==> src/rtl/stdp_synapse_array.sv <==
// stdp_synapse_array
//   N_PRE leaky integrate-and-fire presynaptic neurons driven by one shared
//   current, each with its own threshold, feeding one postsynaptic LIF neuron
//   through saturating per-synapse weights. Pair-based STDP nudges each weight
//   up (pre before post) or down (post before pre) when the pairing falls
//   inside a programmable window.
// Ports:
//   clk, rst_n    clock, asynchronous active-low reset
//   in_current    current into every presynaptic neuron
//   pre_thresh    per-channel thresholds, channel i at [i*V_BITS +: V_BITS]
//   stdp_window   pairing window in cycles (0 disables learning)
//   learn_en      weight update enable
//   pre_spike     registered presynaptic spikes
//   post_spike    registered postsynaptic spike
//   post_state    postsynaptic membrane potential
//   weights       weight i at [i*W_BITS +: W_BITS]
//   update_pulse  one-cycle pulse after any weight actually changed

// One presynaptic channel: LIF neuron, spike timer and its synapse weight.
module stdp_lane #(
  parameter int V_BITS     = 8,
  parameter int W_BITS     = 4,
  parameter int T_BITS     = 4,
  parameter int W_INIT     = 8,
  parameter int LEAK_SHIFT = 1
) (
  input  logic              clk,
  input  logic              rst_n,
  input  logic [V_BITS-1:0] cur,
  input  logic [V_BITS-1:0] thresh,
  input  logic              post_spike,
  input  logic [T_BITS-1:0] post_timer,
  input  logic [T_BITS-1:0] stdp_window,
  input  logic              learn_en,
  output logic              pre_spike,
  output logic [W_BITS-1:0] w,
  output logic              w_change
);
  localparam int SW = V_BITS + 2;
  localparam logic [SW-1:0] V_MAX = {2'b00, {V_BITS{1'b1}}};

  logic [V_BITS-1:0] v_q, v_d;
  logic              spike_q, spike_d;
  logic [T_BITS-1:0] timer_q, timer_d;
  logic [W_BITS-1:0] w_q, w_d;
  logic [SW-1:0]     sum;
  logic              ltp, ltd;

  always_comb begin
    sum = SW'(v_q) - SW'(v_q >> LEAK_SHIFT) + SW'(cur);
    if (sum > V_MAX) sum = V_MAX;
    spike_d = (sum >= SW'(thresh));
    v_d     = spike_d ? '0 : sum[V_BITS-1:0];
    // Timer holds cycles-since-spike minus one, parked at all-ones.
    timer_d = spike_q ? '0 : (timer_q == '1) ? timer_q : timer_q + T_BITS'(1);
    // A coincident pre/post pair satisfies neither rule. Saturated no-ops
    // are excluded here so they never raise the update pulse.
    ltp = learn_en && post_spike && !spike_q && (timer_q < stdp_window) && (w_q != '1);
    ltd = learn_en && spike_q && !post_spike && (post_timer < stdp_window) && (w_q != '0);
    w_d = ltp ? w_q + W_BITS'(1) : ltd ? w_q - W_BITS'(1) : w_q;
  end

  always_ff @(posedge clk or negedge rst_n) begin
    if (!rst_n) begin
      v_q     <= '0;
      spike_q <= 1'b0;
      timer_q <= '1;
      w_q     <= W_BITS'(W_INIT);
    end else begin
      v_q     <= v_d;
      spike_q <= spike_d;
      timer_q <= timer_d;
      w_q     <= w_d;
    end
  end

  assign pre_spike = spike_q;
  assign w         = w_q;
  assign w_change  = ltp | ltd;
endmodule

module stdp_synapse_array #(
  parameter int N_PRE           = 4,
  parameter int V_BITS          = 8,
  parameter int W_BITS          = 4,
  parameter int T_BITS          = 4,
  parameter int W_INIT          = 8,
  parameter int LEAK_SHIFT      = 1,
  parameter int POST_GAIN_SHIFT = 2,
  parameter int POST_THRESH     = 200
) (
  input  logic                      clk,
  input  logic                      rst_n,
  input  logic [7:0]                in_current,
  input  logic [N_PRE*V_BITS-1:0]   pre_thresh,
  input  logic [T_BITS-1:0]         stdp_window,
  input  logic                      learn_en,
  output logic [N_PRE-1:0]          pre_spike,
  output logic                      post_spike,
  output logic [V_BITS-1:0]         post_state,
  output logic [N_PRE*W_BITS-1:0]   weights,
  output logic                      update_pulse
);
  localparam int SW     = V_BITS + 2;
  localparam int CW     = (V_BITS > 8) ? V_BITS : 8;
  localparam int PW_RAW = W_BITS + 4 + POST_GAIN_SHIFT;
  localparam int PW     = (PW_RAW > V_BITS) ? PW_RAW : V_BITS;
  localparam logic [SW-1:0] V_MAX = {2'b00, {V_BITS{1'b1}}};

  logic [N_PRE-1:0][W_BITS-1:0] w;
  logic [N_PRE-1:0]             pre_spk, w_chg;
  logic [CW-1:0]                in_ext;
  logic [V_BITS-1:0]            pre_cur, post_cur;
  logic [PW-1:0]                w_sum, post_cur_w;
  logic [SW-1:0]                post_sum;

  logic [V_BITS-1:0] post_v_q, post_v_d;
  logic              post_spike_q, post_spike_d;
  logic [T_BITS-1:0] post_timer_q, post_timer_d;
  logic              upd_q, upd_d;

  // Shared current fitted to V_BITS: zero-extend when wider, clamp when narrower.
  always_comb begin
    in_ext  = CW'(in_current);
    pre_cur = (in_ext > CW'({V_BITS{1'b1}})) ? '1 : in_ext[V_BITS-1:0];
  end

  for (genvar i = 0; i < N_PRE; i++) begin : g_lane
    stdp_lane #(
      .V_BITS(V_BITS), .W_BITS(W_BITS), .T_BITS(T_BITS),
      .W_INIT(W_INIT), .LEAK_SHIFT(LEAK_SHIFT)
    ) u_lane (
      .clk        (clk),
      .rst_n      (rst_n),
      .cur        (pre_cur),
      .thresh     (pre_thresh[i*V_BITS +: V_BITS]),
      .post_spike (post_spike_q),
      .post_timer (post_timer_q),
      .stdp_window(stdp_window),
      .learn_en   (learn_en),
      .pre_spike  (pre_spk[i]),
      .w          (w[i]),
      .w_change   (w_chg[i])
    );
  end

  // Post neuron sees last cycle's registered pre spikes, weighted and gained.
  always_comb begin
    w_sum = '0;
    for (int i = 0; i < N_PRE; i++)
      if (pre_spk[i]) w_sum = w_sum + PW'(w[i]);
    post_cur_w = w_sum << POST_GAIN_SHIFT;
    post_cur   = (post_cur_w > PW'({V_BITS{1'b1}})) ? '1 : post_cur_w[V_BITS-1:0];

    post_sum = SW'(post_v_q) - SW'(post_v_q >> LEAK_SHIFT) + SW'(post_cur);
    if (post_sum > V_MAX) post_sum = V_MAX;
    post_spike_d = (post_sum >= SW'(POST_THRESH));
    post_v_d     = post_spike_d ? '0 : post_sum[V_BITS-1:0];
    post_timer_d = post_spike_q ? '0 :
                   (post_timer_q == '1) ? post_timer_q : post_timer_q + T_BITS'(1);
    upd_d        = |w_chg;
  end

  always_ff @(posedge clk or negedge rst_n) begin
    if (!rst_n) begin
      post_v_q     <= '0;
      post_spike_q <= 1'b0;
      post_timer_q <= '1;
      upd_q        <= 1'b0;
    end else begin
      post_v_q     <= post_v_d;
      post_spike_q <= post_spike_d;
      post_timer_q <= post_timer_d;
      upd_q        <= upd_d;
    end
  end

  assign pre_spike    = pre_spk;
  assign post_spike   = post_spike_q;
  assign post_state   = post_v_q;
  assign weights      = w;
  assign update_pulse = upd_q;
endmodule

==> config.mk <==
export PLATFORM = sky130hd
export DESIGN_NAME = stdp_synapse_array
export DESIGN_NICKNAME = d
export VERILOG_FILES = /design/src/rtl/stdp_synapse_array.sv
export SDC_FILE = /design/constraint.sdc
export NUM_CORES = 1
export LEC_CHECK = 0
export BUFFER_PORTS_ARGS = -buffer_cell sky130_fd_sc_hd__buf_2
export CORE_MARGIN = 3
export CORE_UTILIZATION = 30
export DETAILED_ROUTE_END_ITERATION = 7
export MAX_ROUTING_LAYER = met4
export PLACE_DENSITY = 0.5
export SYNTH_ARGS = -nofsm -noshare
export SYNTH_HDL_FRONTEND = slang
export SYNTH_SLANG_ARGS = --single-unit
==> constraint.sdc <==
create_clock -name clk -period 16.13 [get_ports clk]
set_clock_uncertainty 0.05 [all_clocks]
set_input_delay 0.8065 -clock clk [delete_from_list [all_inputs] [get_ports clk]]
set_output_delay 0.8065 -clock clk [all_outputs]
set_load 0.02 [all_outputs]
; ---- Yosys cells after proc, flatten, opt, wreduce, memory -nomap -nowiden
; Index checks and enable logic that the tools add are counted.
; W data, S select, Z words.
[word_totals]
reg_bits = 82
input_bits = 47
wordCells = 158
[op_classes]
add_sub_neg = 26
n_lt_le_gt_ge = 17
eq_ne = 14
mux = 34
bitwise_logic = 4
reduce_logical = 43
[ops]
columns = operator, count
row1 = $mux W8, 10
row2 = $mux W4, 19
row3 = $gt A10 B8 Y1 const B, 6
row4 = $mux W10, 5
row5 = $sub A8 B7 Y9, 5
row6 = $add A10 B8 Y10, 4
row7 = $ge A10 B8 Y1, 4
row8 = $add A4 B1 Y4 const B, 9
row9 = $logic_and A1 B1 Y1, 29
row10 = $eq A4 B4 Y1 const B, 5
row11 = $lt A4 B4 Y1, 5
row12 = $add A8 B4 Y8, 2
row13 = $ne A4 B4 Y1 const B, 4
row14 = $reduce_bool A4 Y1, 4
row15 = $sub A4 B1 Y4 const B, 4
row16 = $add A9 B9 Y10, 1
row17 = $ge A10 B8 Y1 const B, 1
row18 = $gt A8 B8 Y1 const B, 1
row19 = $ne A2 B1 Y1 const B, 4
row20 = $reduce_bool A2 Y1, 4
row21 = $add A4 B4 Y5, 1
row22 = $logic_not A1 Y1, 5
row23 = $or A1 B1 Y1, 4
row24 = $reduce_or A4 Y1, 1
row25 = $ne A2 B2 Y1 const B, 1

; ---- Logic depth before layout (Yosys ltp)
[logic_depth]
word_depth = 14
depth_mapped = 31

; ---- Hierarchy
; Synthesis repeated with hierarchy kept, for this count alone.
[unflattened]
cells_unflattened = 1078
area_unflattened_um2 = 9441.6
[modules_own_cells]
columns = mod, n_inst, cells_per_inst, area_per_inst_um2, seq_area_each_um2
row1 = stdp_lane at g_lane[1].u_lane ..., 2, 201, 1816.7, 431.7
row2 = stdp_synapse_array, 1, 248, 2000.7, 355.3
row3 = stdp_lane at g_lane[2].u_lane, 1, 226, 1978.1, 431.7
row4 = stdp_lane at g_lane[0].u_lane, 1, 202, 1829.3, 431.7

; ---- Worst setup path after synthesis
; Ideal clock, no wire load.
[synth_path]
path_kind = register to register
from = register g_lane[0].u_lane.spike_q
to = register post_v_q[7], in the netlist post_state[7]
setup_ns = 0.120
arrival_time_ns = 5.696
slack_ns = 10.264
path_stages_with_launch = 28
n_path_buf = 3
synth_period_minus_slack_ns = 5.866
cell_sequence = dfrtp_1 clkbuf_1 and2_1 ha_1 inv_1 fa_1 mux2i_1 ha_1 a21oi_1 o21bai_1 xnor2_1 o21ai_0 ha_1 o21ai_1 a21oi_1 o2111ai_2 nand2b_1 clkbuf_1 inv_1 a211o_1 ha_1 clkbuf_1 a21o_1 and2_1 a311o_1 a31o_1 a21oi_2 and3b_1
[synth_between]
elab_chain_len = 14
[synth_lines]
columns = item, line_no
row1 = from (decl), 43  ; logic spike_q, spike_d;
row2 = from (signal assigned), 71  ; spike_q <= spike_d;
row3 = $mux W4 *, 151  ; if (pre_spk[i]) w_sum = w_sum + PW'(w[i]);
row4 = $add A4 B4 Y5, 151
row5 = $mux W8 *, 151
row6 = $add A8 B4 Y8, 151
row7 = $mux W8 *, 151
row8 = $add A8 B4 Y8, 151
row9 = $mux W8 *, 151
row10 = $gt A10 B8 Y1, 153  ; post_cur = (post_cur_w > PW'({V_BITS{1'b1}})) ? '1 : post_cur_w[V_BITS-1:0];
row11 = $mux W8 *, 153
row12 = $add A9 B9 Y10 *, 155  ; post_sum = SW'(post_v_q) - SW'(post_v_q >> LEAK_SHIFT) + SW'(post_cur);
row13 = $gt A10 B8 Y1, 156  ; if (post_sum > V_MAX) post_sum = V_MAX;
row14 = $mux W10 *, 156
row15 = $ge A10 B8 Y1, 157  ; post_spike_d = (post_sum >= SW'(POST_THRESH));
row16 = $mux W8 *, 158  ; post_v_d = post_spike_d ? '0 : post_sum[V_BITS-1:0];
row17 = named net post_v_d[7], 117  ; logic [V_BITS-1:0] post_v_q, post_v_d;
row18 = to (signal assigned), 171  ; post_v_q <= post_v_d;
row19 = to (decl), 117
; The timed path passes the listed nets; every way through them passes the cells marked *.
; A chain may end at the register's enable or synchronous reset.

; ---- Worst setup path in the final report
; Same ends and word-level chain as after synthesis.

==> flow_metrics.py <==
metrics = {
    "drt": {
        "dr.pass1.iters": 6,
        "routed_wl_um": 19400,
        "initialDrtViolationCount": 206,
        "route.antenna.remaining_nets": 0,
        "wl_per_cell_um": 13.6,
        "vias": 6620,
        "vias_per_cell": 4.64,
        "drc": 0,
    },
    "placed_design": {
        "io_buffer_count": 76,
        "hpwl_um": 15800,
        "placed_area_sq_um": 9310,
        "gp_congestion": 0.800,
        "pre_cts_slack_ns": 9.73,
    },
    "clocking": {
        "clk_latency_ns": 0.35,
        "cts_resized": 0,
        "holdBufCountCts": 0,
        "cts_max_path_buffers": 2,
        "htreeDepth": 3,
        "cts_root_buffer": "clkbuf_16",
        "cts_tree": "done",
        "cts.clk_slew.worst_paths_ns": 0.07,
        "cts_setup_buffers": 0,
        "cts_buffers": 9,
        "cts_sinks": 82,
    },
    "critical_path": {
        "path_max_fanout": 13,
        "slowest_stage": "dfrtp_1",
        "r2r_start": "g_lane[0].u_lane.pre_spike",
        "required_ns": 16.32,
        "crit_path_end_kind": "register",
        "crit_chain": "and2_1 > ha_1 > inv_1 > fa_1 > mux2i_1 > ha_1 > a21oi_1 > o21bai_1 > xnor2_1 > o21ai_0 > ha_1 > o21ai_1 > a21oi_1 > o2111ai_2 > nand2b_1 > inv_1 > a211o_1 > ha_1 > a21o_1 > and2_1 > a311o_1 > a31o_1 > a21oi_2 > and3b_1",
        "ff2ff_setup_slack_ns": 9.70,
        "r2r_end": "post_state[7]",
        "worst_ep_arrival_time_ns": 6.62,
        "max_stage_delay_ns": 0.61,
        "path_common_cell": "ha_1",
        "start_kind": "register",
        "crit_type": "reg -> reg",
        "r2r_cells": 24,
    },
    "sta": {
        "relSlewSlack": 0.414,
        "period_minus_slack_ns": 6.43,
        "tightest_slew_ns": 0.875,
        "hold_viol_final": 0,
        "layout_setup_ws_ns": 9.70,
        "fmax_ghz": 0.155,
        "setup_violations": 0,
        "post-route-period-util": 0.399,
        "setup_tns_ns": 0,
        "slew_viol_final": 0,
        "rsz0062_at_grt": "no",
    },
    "synth": {
        "ys_async_sr_fraction": 1.00,
        "synth.avg_cell_area_sq_um": 8.77,
        "yosysSeqAreaShare": 0.244,
        "yosysMostFrequentCell": "ha_1",
        "synth_edf_count": 0,
        "yosys-top-cells-count": "ha_1, inv_1, a21oi_1, nor2_1, nand2_1",
        "synth_nets": 1185,
        "synth_cell_type_count": 61,
        "synth_seq_cells": 82,
        "syn_inst": 972,
        "synth_warnings": 0,
        "synth.top_cell.area_share": 0.220,
        "synthFlopType": "dfrtp_1",
        "yosys.area.top_type": "ha_1",
        "yosys-top-cells-area": "ha_1, dfrtp_1, dfstp_2",
        "synth_area_sq_um": 8520,
    },
    "global_routing": {
        "grt_pass1_vias": 6729,
        "grt_use_total": 0.136,
        "antenna_found_initial": 0,
        "globalRouteOverflowTotal": 0,
        "grt_max_degree": 54,
        "grt_pass1_wl_um": 33000,
    },
    "finish": {
        "utilization": 0.345,
        "multi_input_area_sq_um": 5870,
        "regArea_sq_um": 2080,
        "fillers": 2888,
        "diodes": 0,
        "nNetsFinal": 1258,
        "fin_area_sq_um": 9620,
        "syn_to_final_growth_pct": 12.9,
        "drive_gt1_frac": 0.140,
    },
    "die": {
        "start_util": 0.306,
        "io_pins": 77,
        "core_area_sq_um": 27900,
        "rows": 61,
        "die_x_um": 175,
        "die_area_sq_um": 30500,
        "die_h_um": 175,
    },
    "status": {
        "status": "finished clean",
    },
    "min_path": {
        "hold_class": "in -> async",
    },
    "flow_run": {
        "maxCapViolations": 0,
    },
}
## sequential cells by signal, indices dropped and copies added (netlist names)
| name | cells |
|---|---|
| g_lane.u_lane.timer_q | 16 |
| post_timer_q | 4 |
| g_lane.u_lane.w | 16 |
| post_spike | 1 |
| post_state | 8 |
| g_lane.u_lane.v_q | 32 |
| g_lane.u_lane.pre_spike | 4 |
| update_pulse | 1 |
## cell families after synthesis
| kind of cell | Yosys count | share of synthesized area |
|---|---|---|
| xor gates and xnor gates | 79 | 0.0812 |
| buffers and inverters | 145 | 0.0669 |
| AOI/OAI and AO/OA | 227 | 0.176 |
| muxes | 26 | 0.0323 |
| adders and majority gates | 167 | 0.259 |
| DFF | 82 | 0.244 |
| and+or+nand+nor | 246 | 0.140 |
## per-layer routing
metal	up-vias	track usage	wire [um]
met5	-	-	0
met1	3072	0.172	9270
met3	10	0.0212	453
li1	3467	-	-
met2	71	0.235	9510
met4	0	0.0236	160
## layout by cell type (no fill, tap or decap), types with 9 or more instances in the layout
master	n
nor3_1	24
a21o_1	32
xnor2_1	51
clkbuf_16	9
o21a_1	25
nor2b_1	19
a21boi_0	10
nand2_1	59
mux2i_1	14
fa_1	16
nor2_1	68
a21oi_1	82
buf_2	75
dfstp_2	24
o21ai_0	28
mux2_2	12
xor2_1	28
nand3_1	16
nand2b_1	22
dfrtp_1	58
ha_1	150
inv_1	128
## critical path: cells and delay by family, from the launching register on
| kind | cells | cell delay [ns] |
|---|---|---|
| fa+ha+maj | 5 | 1.47 |
| simple gates | 4 | 0.94 |
| compound gates | 11 | 2.64 |
| buf+inv | 2 | 0.20 |
| xor+xnor | 1 | 0.12 |
| mux | 1 | 0.30 |
| flops | 1 | 0.61 |
## stage by stage
step,instances,hold slack [ns]
after floorplan,972,0.455
after global placement,1412,0.471
after detailed placement,1412,0.468
after CTS,1428,0.336
after global routing,1428,0.351
final,1428,0.332
## layout make-up
class                           instances  area share
Tap cell                              378      0.0492
Timing Repair Buffer                   78      0.0414
Clock inverter                          6     0.00754
Clock buffer                           10      0.0248
Sequential cell                        82       0.216
Inverter                              129      0.0503
Multi-Input combinational cell        745       0.610
## worst max-delay path by stage
stage          cells after the start  slack (ns)       endpoint                       start
2_1_floorplan                     27       10.26  post_state[7]  g_lane[0].u_lane.pre_spike
3_3_place_gp                      25        9.85  post_state[7]  g_lane[0].u_lane.pre_spike
3_5_place_dp                      25        9.73  post_state[7]  g_lane[0].u_lane.pre_spike
4_1_cts                           25        9.69  post_state[7]  g_lane[0].u_lane.pre_spike
5_1_grt                           25        9.05  post_state[7]  g_lane[0].u_lane.pre_spike
6_report                          24        9.70  post_state[7]  g_lane[0].u_lane.pre_spike
Power is left out: the tool's default activity adds up to more than one toggle a clock period on the data nets, which glitch-free logic cannot reach.
